## config.mk

```make
export PLATFORM = sky130hd
export DESIGN_NAME = pixel_stream_rx
export DESIGN_NICKNAME = d
export VERILOG_FILES = /design/src/rtl/pixel_stream_rx.sv
export SDC_FILE = /design/constraint.sdc
export NUM_CORES = 1
export LEC_CHECK = 0
export ABC_CLOCK_PERIOD_IN_PS = 2600
export CORE_MARGIN = 1.5
export CORE_UTILIZATION = 41
export DETAILED_ROUTE_END_ITERATION = 12
export PLACE_DENSITY = 0.77
export SYNTH_ARGS = -nofsm -noshare
export SYNTH_HDL_FRONTEND = slang
export SYNTH_SLANG_ARGS = --single-unit
```

## constraint.sdc

```tcl
create_clock -name clk -period 2.6 [get_ports clk]
set_input_delay 0.39 -clock clk [delete_from_list [all_inputs] [get_ports clk]]
set_output_delay 0.39 -clock clk [all_outputs]
set_load 0.005 [all_outputs]
```

## src/rtl/pixel_stream_rx.sv

```systemverilog
// Raster pixel stream receiver: rebuilds X/Y from SOF/EOL flags and drives a registered framebuffer write port.
// Optional per-frame XOR checksum on frame_sum when PIXEL_RX_CHECKSUM_EN is defined.
module pixel_stream_rx #(
  parameter int H_ACTIVE = 1024,
  parameter int V_ACTIVE = 768,
  parameter int XW       = 10,
  parameter int YW       = 10,
  parameter int DATA_W   = 24
) (
  input  logic              clk,
  input  logic              rst,
  input  logic              s_valid,
  output logic              s_ready,
  input  logic [DATA_W-1:0] s_data,
  input  logic              s_sof,
  input  logic              s_eol,
  input  logic              fb_busy,
  output logic              fb_we,
  output logic [XW-1:0]     fb_x,
  output logic [YW-1:0]     fb_y,
  output logic [DATA_W-1:0] fb_data,
  output logic              frame_done,
  output logic [15:0]       frame_count,
  output logic              err_sof,
  output logic              err_eol,
  output logic [DATA_W-1:0] frame_sum
);

  typedef enum logic [0:0] {
    WAIT_SOF = 1'b0,
    ACTIVE   = 1'b1
  } state_t;

  localparam logic [XW-1:0] X_LAST = XW'(H_ACTIVE - 1);
  localparam logic [YW-1:0] Y_LAST = YW'(V_ACTIVE - 1);

  state_t          state;
  state_t          state_nxt;
  logic [XW-1:0]   x;
  logic [XW-1:0]   x_nxt;
  logic [YW-1:0]   y;
  logic [YW-1:0]   y_nxt;
  logic            accept;
  logic            wr;
  logic [XW-1:0]   wr_x;
  logic [YW-1:0]   wr_y;
  logic            done;
  logic            set_err_sof;
  logic            set_err_eol;
  logic            frame_start;

  // Ready depends only on reset and framebuffer backpressure, never on s_valid.
  assign s_ready = !rst && !fb_busy;
  assign accept  = s_valid && s_ready;

  // Raster position and frame state register.
  always_ff @(posedge clk) begin
    if (rst) begin
      state <= WAIT_SOF;
      x     <= {XW{1'b0}};
      y     <= {YW{1'b0}};
    end else begin
      state <= state_nxt;
      x     <= x_nxt;
      y     <= y_nxt;
    end
  end

  // Next-state, write-request and error decode for one accepted beat.
  always_comb begin
    state_nxt   = state;
    x_nxt       = x;
    y_nxt       = y;
    wr          = 1'b0;
    wr_x        = x;
    wr_y        = y;
    done        = 1'b0;
    set_err_sof = 1'b0;
    set_err_eol = 1'b0;
    frame_start = 1'b0;
    case (state)
      WAIT_SOF: begin
        if (accept && s_sof) begin
          wr          = 1'b1;
          wr_x        = {XW{1'b0}};
          wr_y        = {YW{1'b0}};
          x_nxt       = XW'(1);
          y_nxt       = {YW{1'b0}};
          state_nxt   = ACTIVE;
          frame_start = 1'b1;
        end else begin
          state_nxt = WAIT_SOF;
        end
      end
      ACTIVE: begin
        if (accept && s_sof) begin
          // A SOF mid-frame restarts the raster at the origin with this beat.
          set_err_sof = 1'b1;
          wr          = 1'b1;
          wr_x        = {XW{1'b0}};
          wr_y        = {YW{1'b0}};
          x_nxt       = XW'(1);
          y_nxt       = {YW{1'b0}};
          frame_start = 1'b1;
        end else if (accept) begin
          wr = 1'b1;
          if ((x == X_LAST) != s_eol) begin
            set_err_eol = 1'b1;
          end else begin
            set_err_eol = 1'b0;
          end
          if ((x == X_LAST) || s_eol) begin
            x_nxt = {XW{1'b0}};
            if (y == Y_LAST) begin
              y_nxt     = {YW{1'b0}};
              done      = 1'b1;
              state_nxt = WAIT_SOF;
            end else begin
              y_nxt = y + YW'(1);
            end
          end else begin
            x_nxt = x + XW'(1);
          end
        end else begin
          state_nxt = ACTIVE;
        end
      end
      default: begin
        state_nxt = WAIT_SOF;
        x_nxt     = {XW{1'b0}};
        y_nxt     = {YW{1'b0}};
      end
    endcase
  end

  // Registered framebuffer port; coordinates and data hold between writes.
  always_ff @(posedge clk) begin
    if (rst) begin
      fb_we   <= 1'b0;
      fb_x    <= {XW{1'b0}};
      fb_y    <= {YW{1'b0}};
      fb_data <= {DATA_W{1'b0}};
    end else begin
      fb_we <= wr;
      if (wr) begin
        fb_x    <= wr_x;
        fb_y    <= wr_y;
        fb_data <= s_data;
      end
    end
  end

  // Frame completion pulse, frame counter and sticky geometry errors.
  always_ff @(posedge clk) begin
    if (rst) begin
      frame_done  <= 1'b0;
      frame_count <= 16'h0000;
      err_sof     <= 1'b0;
      err_eol     <= 1'b0;
    end else begin
      frame_done <= done;
      if (done) begin
        frame_count <= frame_count + 16'h0001;
      end
      if (set_err_sof) begin
        err_sof <= 1'b1;
      end
      if (set_err_eol) begin
        err_eol <= 1'b1;
      end
    end
  end

`ifdef PIXEL_RX_CHECKSUM_EN
  logic [DATA_W-1:0] sum_acc;

  // Running XOR of the frame's written data; published together with frame_done.
  always_ff @(posedge clk) begin
    if (rst) begin
      sum_acc   <= {DATA_W{1'b0}};
      frame_sum <= {DATA_W{1'b0}};
    end else begin
      if (frame_start) begin
        sum_acc <= s_data;
      end else if (wr) begin
        sum_acc <= sum_acc ^ s_data;
      end
      if (done) begin
        frame_sum <= sum_acc ^ s_data;
      end
    end
  end
`else
  assign frame_sum = {DATA_W{1'b0}};
`endif

endmodule

```

## Word-level counts from Yosys, hierarchy flattened

Index checks and enable logic that the tools add are counted.
W data, S select, Z words.

- Register bits after elaboration: 85
- Logic and storage cells: 60
- Input bits: 30
- Output and inout port bits: 89

- Equality and inequality tests: 6
- Bitwise gates (word level): 1
- Add/subtract/negate cells: 3
- Mux-type cells: 31
- Reduce and logical (&&, ||, !) cells: 8

Operators with widths:

| cell | number |
|---|---|
| $mux W10 | 10 |
| $pmux W10 S2 | 2 |
| $add A10 B1 Y10 const B | 2 |
| $eq A10 B10 Y1 const B | 2 |
| $mux W1 | 17 |
| $add A16 B1 Y16 const B | 1 |
| $ne A3 B1 Y1 const B | 2 |
| $pmux W1 S2 | 2 |
| $reduce_and A2 Y1 | 2 |
| $logic_and A1 B1 Y1 | 3 |
| $logic_not A1 Y1 | 2 |
| $ne A2 B2 Y1 const B | 1 |
| $logic_or A1 B1 Y1 | 1 |
| $ne A1 B1 Y1 | 1 |
| $not A1 Y1 | 1 |

## Depth between registers and ports, before layout

Gate-level depths: netlist of the first run.

- Word-level depth: 6
- Depth in mapped cells: 10

## Worst setup path before layout of the first run

Ideal clock, no wire load.

- Path type: reg-to-reg
- Start point: register x[3]
- End point: register frame_count[15]
- Clock period less this slack: 2.862 ns
- Library setup time: 0.070 ns
- Cell stages (with the launch flop): 10
- Required time: 2.530 ns
- Slack: -0.262 ns
- Data arrival time: 2.791 ns
- Buffers on the path: 0
- Cell sequence: dfxtp_1 and4_1 and3_1 nand4_1 ha_1 or3b_1 or4_4 nor3_1 or3b_1 a21oi_1

- Cells in the longest elaborated chain, start to end: 6

Ends and longest elaborated chain:

| element | RTL line | RTL |
|---|---|---|
| start: declaration | 39 | `logic [XW-1:0] x;` |
| start signal: assignment | 60 | `x <= {XW{1'b0}};` |
| start signal: assignment | 64 | `x <= x_nxt;` |
| $eq A10 B10 Y1 | 112 | `if ((x == X_LAST) \|\| s_eol) begin` |
| $logic_or A1 B1 Y1 | 112 |  |
| $mux W1 | 112 |  |
| $mux W1 | 105 | `end else if (accept) begin` |
| $mux W1 | 96 | `if (accept && s_sof) begin` |
| $mux W1 | 81 | `case (state)` |
| end signal: assignment | 163 | `frame_count <= frame_count + 16'h0001;` |
| end: declaration | 23 | `output logic [15:0] frame_count,` |

Every way passes these cells.
A chain may end at the register's enable or synchronous reset.

## Worst setup path after layout of the first run

- Start point: register x[6]
- End point: register frame_count[15]

The elaborated chain is that of the path after synthesis.

==> flow_metrics.py, run 1 <==
metrics = {
    "status": {
        "outcome": "finished with violations",
        "violations": "negative setup slack",
    },
    "yosys": {
        "synth_edf_count": 0,
        "ys_async_sr_fraction_pct": 0,
        "syn_avg_cell_area_um2": 8.41,
        "seq_area_frac_synth_pct": 46.9,
        "synthFlopType": "dfxtp_1",
        "synth-seq-cells": 85,
        "syn_inst": 432,
        "synth_cell_types": 44,
        "ys_warn_count": 0,
        "syn_area_mm2": 0.00363,
    },
    "route": {
        "antenna_left": 0,
        "postRouteWirelength_mm": 9.20,
        "viasPerCell": 5.14,
        "drt_iter0_markers": 220,
        "drc": 0,
        "dr.pass1.iters": 5,
        "drt-wirelength-per-cell_um": 13.8,
        "vias": 3420,
    },
    "flow_run": {
        "cap_violations": 0,
    },
    "setup_path": {
        "ff2ff_path_depth": 9,
        "crit_fanout": 7,
        "path_class": "flop to flop",
        "crit_arrival_ns": 3.06,
        "rrSetupSlack_ns": -0.17,
        "cp-start-kind": "flop",
        "required_ns": 2.89,
        "crit_path_end_kind": "flop",
    },
    "power": {
        "leakage_nw": 1.91,
        "ir_drop_mv": 0.319,
        "p_per_area_mw_per_mm2": 469,
    },
    "placement": {
        "dpl-instance-area_mm2": 0.00489,
        "post-dp-hpwl_mm": 6.66,
        "finalWeightedCongestion": 0.846,
        "numPortBuffers": 94,
    },
    "sta": {
        "tightest_slew_ns": 0.718,
        "holdWs_ns": 0.455,
        "max_freq_mhz": 361,
        "rsz0062_at_grt": "yes",
        "slew_headroom_pct": 51.8,
        "layout_min_cycle_time_ns": 2.77,
        "hold_viol_final": 0,
        "setup_slack_ns": -0.167,
        "setup_violations": 9,
        "slew_viol_final": 0,
        "finClkSkew_ns": 0.00760,
        "period_share_pct": 106,
    },
    "clock_network": {
        "cts_tree": "done",
        "cts.path.max_buffers": 2,
        "numCtsBuffers": 9,
        "root_buffer": "clkbuf_8",
        "cts.clk_slew.worst_paths_ns": 0.09,
        "ctsHoldBuffers": 0,
        "clk_latency_ns": 0.35,
        "htreeDepth": 3,
        "clkSinkCount": 85,
    },
    "grt": {
        "grt_pass1_vias": 3135,
        "grt_overflow": 0,
        "grt_max_degree": 48,
        "gr-usage-all-layers_pct": 19.5,
        "grt_first_pass_wirelength_mm": 15.2,
        "antenna_found_initial": 0,
    },
    "cells_and_area": {
        "n_fill_cell": 745,
        "nets": 587,
        "regArea_mm2": 0.00171,
        "final_area_mm2": 0.00516,
        "area_growth_pct": 42.0,
        "layout.cells.most_common": "clkdlybuf4s50_1",
        "drive_gt1_share_pct": 14.5,
        "diodes": 0,
        "final_cell_mix": "93 x clkdlybuf4s50_1, 81 x dfxtp_1, 71 x nand2_1",
        "final_util_pct": 59.7,
        "multi_input_area_mm2": 0.00185,
    },
    "floorplan": {
        "rows": 34,
        "dieArea_mm2": 0.00943,
        "die_h_um": 97.1,
        "die_w_um": 97.1,
        "start_util_pct": 42.0,
        "num_io_pins": 119,
        "core_mm2": 0.00864,
    },
    "worst_hold_path": {
        "holdPathStages": 2,
        "min-delay-path-class": "flop to flop",
    },
}
layer usage:
metal | wire (µm) | share of wire [%] | global-route usage, %
met1 | 3890 | 42 | 24.5
met2 | 4310 | 47 | 30.9
met3 | 906 | 9.8 | 7.55
met4 | 93 | 1.0 | 6.47
met5 | 0 | 0 | 0
worst max-delay path, cell delays in order, from the launching register on:
cell and delay (ns):
dfxtp_2 0.33, and4_1 0.22, and3_4 0.19, nand4_1 0.11, ha_2 0.21, or3b_4 0.37
or4_4 0.62, nor3_4 0.15, or3b_4 0.40, a21oi_2 0.11
layout make-up:
type | count | area share [%]
Sequential cell | 85 | 33.1
Clock inverter | 7 | 1.41
Inverter | 4 | 0.291
Timing Repair Buffer | 133 | 24.4
Multi-Input combinational cell | 319 | 35.8
Tap cell | 108 | 2.62
Clock buffer | 9 | 2.40
cell usage after synthesis (5+ instances only):
cell type  instances  share of area, %
xnor2_1           12               2.9
nor2_1            54               5.6
a31oi_1            5              0.86
clkbuf_1          16               1.7
nor3_1            11               1.5
a21oi_1           37               5.1
nor4_1             5              0.86
nand2_1           71               7.3
nand4_1            8               1.4
xor2_1             9               2.2
dfxtp_1           85                47
nand3_1           14               1.9
a22oi_1           21               4.3
buf_4             25               5.2
o21ai_0            5              0.69
ha_1               5               1.7
state kept, by name (all words and copies together), names as in the netlist, 10 cells and up:
register and count:
x 10, frame_count 16, fb_data 24, fb_y 10
y 10, fb_x 10
cells by family (layout without fill, tap and decap cells):
logic type      after synthesis  in the layout  synth area share [%]
simple gates                192            192                  24.9
buf+inv                      51            153                  8.48
flops                        85             85                  46.9
compound gates               76             76                  12.6
other cells                   1             24                 0.103
xor+xnor                     21             21                  5.07
fa+ha+maj                     5              5                  1.72
mux                           1              1                 0.276
power by group:
| part | internal (mW) | switching (mW) | total (mW) |
|---|---|---|---|
| registers | 1.31 | 0.00743 | 1.32 |
| clock network | 0.447 | 0.491 | 0.938 |
| logic | 0.0814 | 0.0788 | 0.160 |
final timing paths:
| path | from | to |
|---|---|---|
| worst max-delay path | x[6]$_SDFFE_PP0P_ | frame_count[15]$_SDFFE_PP0P_ |
| worst min-delay path | fb_data[7]$_SDFFE_PP0P_ | fb_data[7]$_SDFFE_PP0P_ |
| worst max register to register | x[6]$_SDFFE_PP0P_ | frame_count[15]$_SDFFE_PP0P_ |
| worst min register to register | fb_data[7]$_SDFFE_PP0P_ | fb_data[7]$_SDFFE_PP0P_ |
stage by stage:
step	std cells	power, mW	setup slack (ns)	TNS [ns]
after floorplan	455	1.44	-0.0934	-0.468
after global placement	646	1.51	-0.156	-1.11
after detailed placement	646	1.51	-0.226	-1.67
after CTS	664	2.44	-0.129	-0.319
after global routing	665	2.53	-0.305	-2.30
final	665	2.42	-0.167	-0.676
repair_timing:
action                                  CTS  global route
buffers inserted                          2             1
endpoints found under the setup margin   11            13
gates cloned                              0             0
resized for setup                         3             6
pin swaps                                 9            13
(Power assumes the default switching activity.)
==> inputs of run 2 (changes only) <==
CELL_PAD_IN_SITES_DETAIL_PLACEMENT = 0   (was not set)
CELL_PAD_IN_SITES_GLOBAL_PLACEMENT = 1   (was not set)
CORE_UTILIZATION = 30   (was 41)
GPL_TIMING_DRIVEN = 0   (was not set)
PLACE_DENSITY = 0.78   (was 0.77)
==> run 2 against run 1 <==
Sequential power barely moved. Setup slack got worse by 0.091 ns. Critical path depth rose by 2. Largest cell class unchanged. The run still ends with negative setup slack left. Design area rose by 5.0%. Sequential share of layout area fell by 1.5 points. Largest power group unchanged. Clock skew fell by 0.0029 ns. Register-to-register slack got worse by 0.09 ns. Die area rose by 35%. Highest routed layer unchanged. Power rose by 14%. Core utilization fell by 13 points.
==> flow_metrics.py, run 2 (same netlist as run 1, synthesis figures left out) <==
metrics = {
    "sta": {
        "rsz0062_at_grt": "yes",
        "fin_setup_tns_ns": -1.69,
        "period_share_pct": 110,
        "setup_violations": 11,
        "setup_slack_ns": -0.257,
        "slew_headroom_pct": 46.1,
        "tightest_slew_ns": 0.802,
        "layout_min_cycle_time_ns": 2.86,
        "finClkSkew_ns": 0.00465,
        "max_freq_mhz": 350,
        "slew_viol_final": 0,
        "hold_viol_final": 0,
    },
    "placement": {
        "numPortBuffers": 92,
        "dp.cells": 690,
        "post-place-ws_ns": -0.359,
        "post-dp-hpwl_mm": 7.01,
        "finalWeightedCongestion": 0.813,
    },
    "route": {
        "vias": 3407,
        "dr.pass1.iters": 4,
        "antenna_left": 0,
        "drc": 0,
        "drt-wirelength-per-cell_um": 13.7,
        "viasPerCell": 4.75,
        "postRouteWirelength_mm": 9.84,
        "drt_iter0_markers": 176,
    },
    "cells_and_area": {
        "final_cell_mix": "92 x clkdlybuf4s50_1, 81 x dfxtp_1, 71 x nand2_1",
        "drive_gt1_share_pct": 14.3,
        "layout.cells.most_common": "clkdlybuf4s50_1",
        "regMostFlops": "fb_data",
        "largest_register_ff_count": 24,
        "diodes": 0,
        "nets": 606,
        "reg_top3": "fb_data (24), frame_count (16)",
        "final_util_pct": 46.6,
        "area_growth_pct": 49.1,
        "instances_no_fill": 718,
    },
    "worst_hold_path": {
        "min-delay-path-class": "input port to flop",
        "hold_start": "s_sof",
    },
    "clock_network": {
        "root_buffer": "clkbuf_16",
        "ctsHoldBuffers": 0,
        "clkSinkCount": 85,
        "clk_latency_ns": 0.34,
        "cts.path.max_buffers": 2,
        "numCtsBuffers": 9,
        "cts.clk_slew.worst_paths_ns": 0.06,
        "htreeDepth": 3,
        "cts_tree": "done",
    },
    "setup_path": {
        "crit_path_end_kind": "flop",
        "path_cells": "and4_4, and3_4, nand4_1, ha_4, or3b_4, or4_4, buf_6, buf_16, nor4_4, xnor2_1, nor2_1",
        "cpMaxStageDelayCell": "or4_4",
        "path_class": "flop to flop",
        "max_stage_delay_ns": 0.60,
        "r2r-end": "frame_count[6]$_SDFFE_PP0P_",
        "crit_arrival_ns": 3.07,
        "ff2ff_path_depth": 11,
        "rrSetupSlack_ns": -0.26,
        "required_ns": 2.81,
        "crit_fanout": 5,
        "cp-start-kind": "flop",
        "crit_path_end": "frame_count[6]$_SDFFE_PP0P_",
        "regToRegStartpoint": "x[6]$_SDFFE_PP0P_",
        "startpoint": "x[6]$_SDFFE_PP0P_",
    },
    "grt": {
        "antenna_found_initial": 0,
        "grt_pass1_vias": 3254,
        "grt_max_degree": 14,
        "grt_overflow": 0,
        "grt_first_pass_wirelength_mm": 16.0,
        "gr-usage-all-layers_pct": 15.8,
    },
    "floorplan": {
        "rows": 39,
        "die_w_um": 113,
        "dieArea_mm2": 0.0128,
        "num_io_pins": 119,
        "die_h_um": 113,
        "core_mm2": 0.0116,
        "start_util_pct": 31.3,
    },
    "status": {
        "outcome": "finished with violations",
        "violations": "negative setup slack",
    },
    "power": {
        "p_per_area_mw_per_mm2": 507,
        "ir_drop_mv": 0.281,
        "leakage_nw": 2.00,
    },
    "flow_run": {
        "cap_violations": 0,
    },
}
-- run 2: worst max-delay path: cells and delay by family, from the launching register on --
family	cells	cell delay, ns
and+or+nand+nor	7	1.73
DFF	1	0.33
buffers and inverters	2	0.28
adders and majority gates	1	0.22
xor gates and xnor gates	1	0.16
-- run 2: layer usage --
metal,global-route usage (%),share of wire [%],up-vias
met4,6.50,1.7,0
met2,24.9,45,114
li1,-,-,1721
met1,19.4,45,1561
met5,0,0,-
met3,6.27,9.1,11
-- run 2: through the flow --
| step | area, µm² | power, mW | hold slack, ns |
|---|---|---|---|
| floorplan | 3810 | 1.44 | 0.453 |
| global placement | 4910 | 1.53 | 0.441 |
| detailed placement | 4910 | 1.53 | 0.449 |
| CTS | 5370 | 2.79 | 0.316 |
| global route | 5420 | 2.87 | 0.333 |
| finish | 5420 | 2.75 | 0.327 |
-- run 2: layout make-up --
cell class	instances	area [µm²]
Buffer	47	302
Timing Repair Buffer	105	1050
Sequential cell	85	1710
Tap cell	143	179
Inverter	4	15.0
Multi-Input combinational cell	319	1870
Clock buffer	11	233
Clock inverter	4	50.0
Fill cell	1191	6200
-- run 2: report_power, final --
part / total [mW] / internal (mW) / switching [mW]
sequential: 1.32 / 1.31 / 0.00584
combinational: 0.186 / 0.0993 / 0.0866
clock: 1.24 / 0.738 / 0.504
-- run 2: repair_timing --
item                                    in CTS  in global routing
endpoints found under the setup margin      18                 17
gates resized for setup                     11                 11
gates cloned                                 1                  0
pin swaps                                   15                 15
setup buffers                               11                  2
hold endpoints to repair                     0                  0
-- run 2: worst min path at each step --
stage          depth (start not counted)                 endpoint
4_1_cts                                3     err_sof$_SDFFE_PP0P_
3_5_place_dp                           2  fb_data[7]$_SDFFE_PP0P_
6_report                               3     err_sof$_SDFFE_PP0P_
3_3_place_gp                           2  fb_data[6]$_SDFFE_PP0P_
5_1_grt                                3         state$_SDFF_PP0_
2_1_floorplan                          2  fb_data[0]$_SDFFE_PP0P_
==> inputs of run 3 (changes only) <==
ABC_AREA = 1   (was not set)
CORE_UTILIZATION = 29   (was 30)
PLACE_DENSITY = 0.77   (was 0.78)
==> run 3 against run 2 <==
The flow now finishes without violations. Global-route usage down 1.7 points. Register-to-register slack gained 0.63 ns. Critical path depth is 2 higher. Count of clock-buffer cells in the layout up 1. Combinational power up 25%. Via count up 9.7%. Synthesized cell count grew 27%. Critical endpoint is now frame_count[12]$_SDFFE_PP0P_. Largest cell class unchanged.
==> flow_metrics.py, run 3 <==
metrics = {
    "route": {
        "drc": 0,
        "dr.pass1.iters": 4,
        "vias": 3739,
        "drt_iter0_markers": 115,
        "antenna_left": 0,
        "drt-wirelength-per-cell_um": 11.6,
        "viasPerCell": 4.36,
        "postRouteWirelength_mm": 9.94,
    },
    "placement": {
        "finalWeightedCongestion": 0.846,
        "dpl-instance-area_mm2": 0.00513,
        "numPortBuffers": 94,
        "post-dp-hpwl_mm": 7.53,
        "dp.cells": 843,
    },
    "sta": {
        "fin_setup_tns_ns": 0,
        "slew_headroom_pct": 60.2,
        "hold_viol_final": 0,
        "finClkSkew_ns": 0.00802,
        "layout_min_cycle_time_ns": 2.22,
        "period_share_pct": 85.5,
        "rsz0062_at_grt": "no",
        "tightest_slew_ns": 0.597,
        "setup_violations": 0,
        "slew_viol_final": 0,
        "max_freq_mhz": 450,
    },
    "setup_path": {
        "required_ns": 2.87,
        "crit_path_end_kind": "flop",
        "cp-start-kind": "flop",
        "crit_fanout": 10,
        "path_class": "flop to flop",
        "regToRegStartpoint": "x[1]$_SDFFE_PP0P_",
        "ff2ff_path_depth": 13,
        "r2r-end": "frame_count[12]$_SDFFE_PP0P_",
        "crit_arrival_ns": 2.49,
        "rrSetupSlack_ns": 0.38,
    },
    "yosys": {
        "seq_area_frac_synth_pct": 43.8,
        "synth_edf_count": 0,
        "synthFlopType": "dfxtp_1",
        "synth_cell_types": 31,
        "synth.most_common_cell": "nand2_1",
        "synth_compound_area_share_pct": 11.7,
        "syn_inst": 550,
        "yosysTopAreaCellShare_pct": 43.8,
        "yosys.area_share.simple_pct": 28.5,
        "yosys-mux-area-fraction_pct": 0,
        "synth-xor-area-share_pct": 2.03,
        "synth-adder-area-share_pct": 1.61,
        "synthTopCellsByArea": "dfxtp_1 44%, nand2_1 11%, nor2_1 9.9%",
        "ys_async_sr_fraction_pct": 0,
        "synthTopCellsByCount": "117 x nand2_1, 103 x nor2_1, 85 x dfxtp_1",
        "syn_avg_cell_area_um2": 7.07,
        "syn_area_mm2": 0.00389,
        "synth-seq-cells": 85,
        "ys_warn_count": 0,
        "synth_top_family_by_area": "simple AND/OR/NAND/NOR gates",
        "synth_top_cell_by_area": "dfxtp_1",
    },
    "status": {
        "outcome": "completed",
    },
    "floorplan": {
        "die_h_um": 119,
        "dieArea_mm2": 0.0141,
        "rows": 42,
        "die_w_um": 119,
        "start_util_pct": 29.6,
        "core_mm2": 0.0131,
        "num_io_pins": 119,
    },
    "grt": {
        "antenna_found_initial": 0,
        "grt_max_degree": 13,
        "grt_overflow": 0,
        "gr-usage-all-layers_pct": 14.2,
        "grt_first_pass_wirelength_mm": 16.2,
        "grt_pass1_vias": 3585,
    },
    "cells_and_area": {
        "nets": 713,
        "largest_register_ff_count": 24,
        "final_util_pct": 41.1,
        "reg_top3": "fb_data (24), frame_count (16)",
        "n_fill_cell": 1395,
        "drive_gt1_share_pct": 9.25,
        "area_growth_pct": 38.9,
        "regMostFlops": "fb_data",
        "instances_no_fill": 857,
        "final_area_mm2": 0.00540,
        "final_cell_mix": "117 x nand2_1, 103 x nor2_1, 94 x clkdlybuf4s50_1",
        "layout.cells.most_common": "nand2_1",
        "diodes": 0,
    },
    "worst_hold_path": {
        "worstHoldEndpoint": "fb_y[9]$_SDFFE_PP0P_",
        "hold_start": "fb_y[9]$_SDFFE_PP0P_",
        "min-delay-path-class": "flop to flop",
        "holdPathStages": 2,
    },
    "power": {
        "p_per_area_mw_per_mm2": 509,
        "power.total_mw": 2.75,
        "ir_drop_mv": 0.267,
        "leakage_nw": 2.17,
    },
    "clock_network": {
        "htreeDepth": 3,
        "cts_setup_buffers": 0,
        "clkSinkCount": 85,
        "ctsHoldBuffers": 0,
        "root_buffer": "clkbuf_16",
        "cts.path.max_buffers": 2,
        "cts_tree": "done",
        "clk_latency_ns": 0.33,
        "cts_resized": 0,
        "numCtsBuffers": 9,
        "cts.clk_slew.worst_paths_ns": 0.06,
    },
    "flow_run": {
        "cap_violations": 0,
    },
}
run 3: changes by cell type in the layout (fill, tap and decap cells not counted), sizes merged, moves of 5 or more:
cell    previous run  this run
nor4               6         0
o21ai              7        40
nand2             71       119
clkbuf            27        21
buf               44        37
nand3             14        23
xnor2             12         1
a22oi             21         0
nor2              54       108
inv                4        51
a21oi             37        42
run 3: how the worst max path moves through the flow:
stage / from / endpoint / slack, ns / depth (start not counted)
after floorplan: x[1]$_SDFFE_PP0P_ / frame_count[5]$_SDFFE_PP0P_ / 0.72 / 12
after global placement: rst / fb_data[2]$_SDFFE_PP0P_ / 0.35 / 9
after detailed placement: rst / fb_x[7]$_SDFFE_PP0P_ / 0.34 / 9
after CTS: x[1]$_SDFFE_PP0P_ / frame_count[12]$_SDFFE_PP0P_ / 0.36 / 13
after global routing: x[1]$_SDFFE_PP0P_ / frame_count[8]$_SDFFE_PP0P_ / 0.14 / 11
final: x[1]$_SDFFE_PP0P_ / frame_count[12]$_SDFFE_PP0P_ / 0.38 / 13
run 3: where the power goes:
part / internal, mW / total, mW / leakage [nW] / switching [mW]
Sequential: 1.33 / 1.35 / 0.687 / 0.0199
Combinational: 0.121 / 0.232 / 1.35 / 0.110
Clock: 0.685 / 1.17 / 0.134 / 0.484
Total: 2.13 / 2.75 / 2.17 / 0.614
run 3: layer usage:
layer | vias to the layer above | track usage [%] | part of all wire (%)
met4 | 0 | 6.70 | 1.7
met2 | 92 | 23.7 | 46
met5 | - | 0 | 0
met3 | 15 | 5.36 | 7.2
met1 | 1692 | 15.9 | 45
li1 | 1940 | - | -
run 3: worst max-delay path, stage by stage (launching register included):
cell	delay, ns
dfxtp_1	0.37
ha_1	0.19
nand2_1	0.08
nor2_1	0.19
nand3_1	0.15
ha_1	0.22
inv_1	0.05
nand4_1	0.14
nor2_4	0.31
buf_6	0.19
nand2_1	0.07
nand2_1	0.06
nand2_1	0.04
nor2_1	0.09
run 3: cell families (layout without fill, tap and decap cells):
group / after synthesis / after routing
AO/OA/AOI/OAI: 86 / 86
XOR/XNOR: 9 / 9
adder cells (fa/ha/maj): 5 / 5
buffers and inverters: 97 / 205
flip-flops: 85 / 85
other: 1 / 24
AND/OR/NAND/NOR: 267 / 267
run 3: layout make-up:
| type | count | area, µm² | share of cell area [%] |
|---|---|---|---|
| multi-input combinational | 391 | 1790 | 33.2 |
| sequential | 85 | 1700 | 31.5 |
| timing repair buffer | 94 | 941 | 17.4 |
| buffer | 46 | 288 | 5.33 |
| clock buffer | 12 | 256 | 4.75 |
| tap | 176 | 220 | 4.08 |
| inverter | 51 | 191 | 3.54 |
| clock inverter | 2 | 10.0 | 0.185 |
run 3: per-stage QoR:
step | hold slack, ns | setup slack, ns
floorplan | 0.445 | 0.717
global placement | 0.452 | 0.349
detailed placement | 0.455 | 0.336
CTS | 0.465 | 0.364
global route | 0.482 | 0.144
finish | 0.463 | 0.376
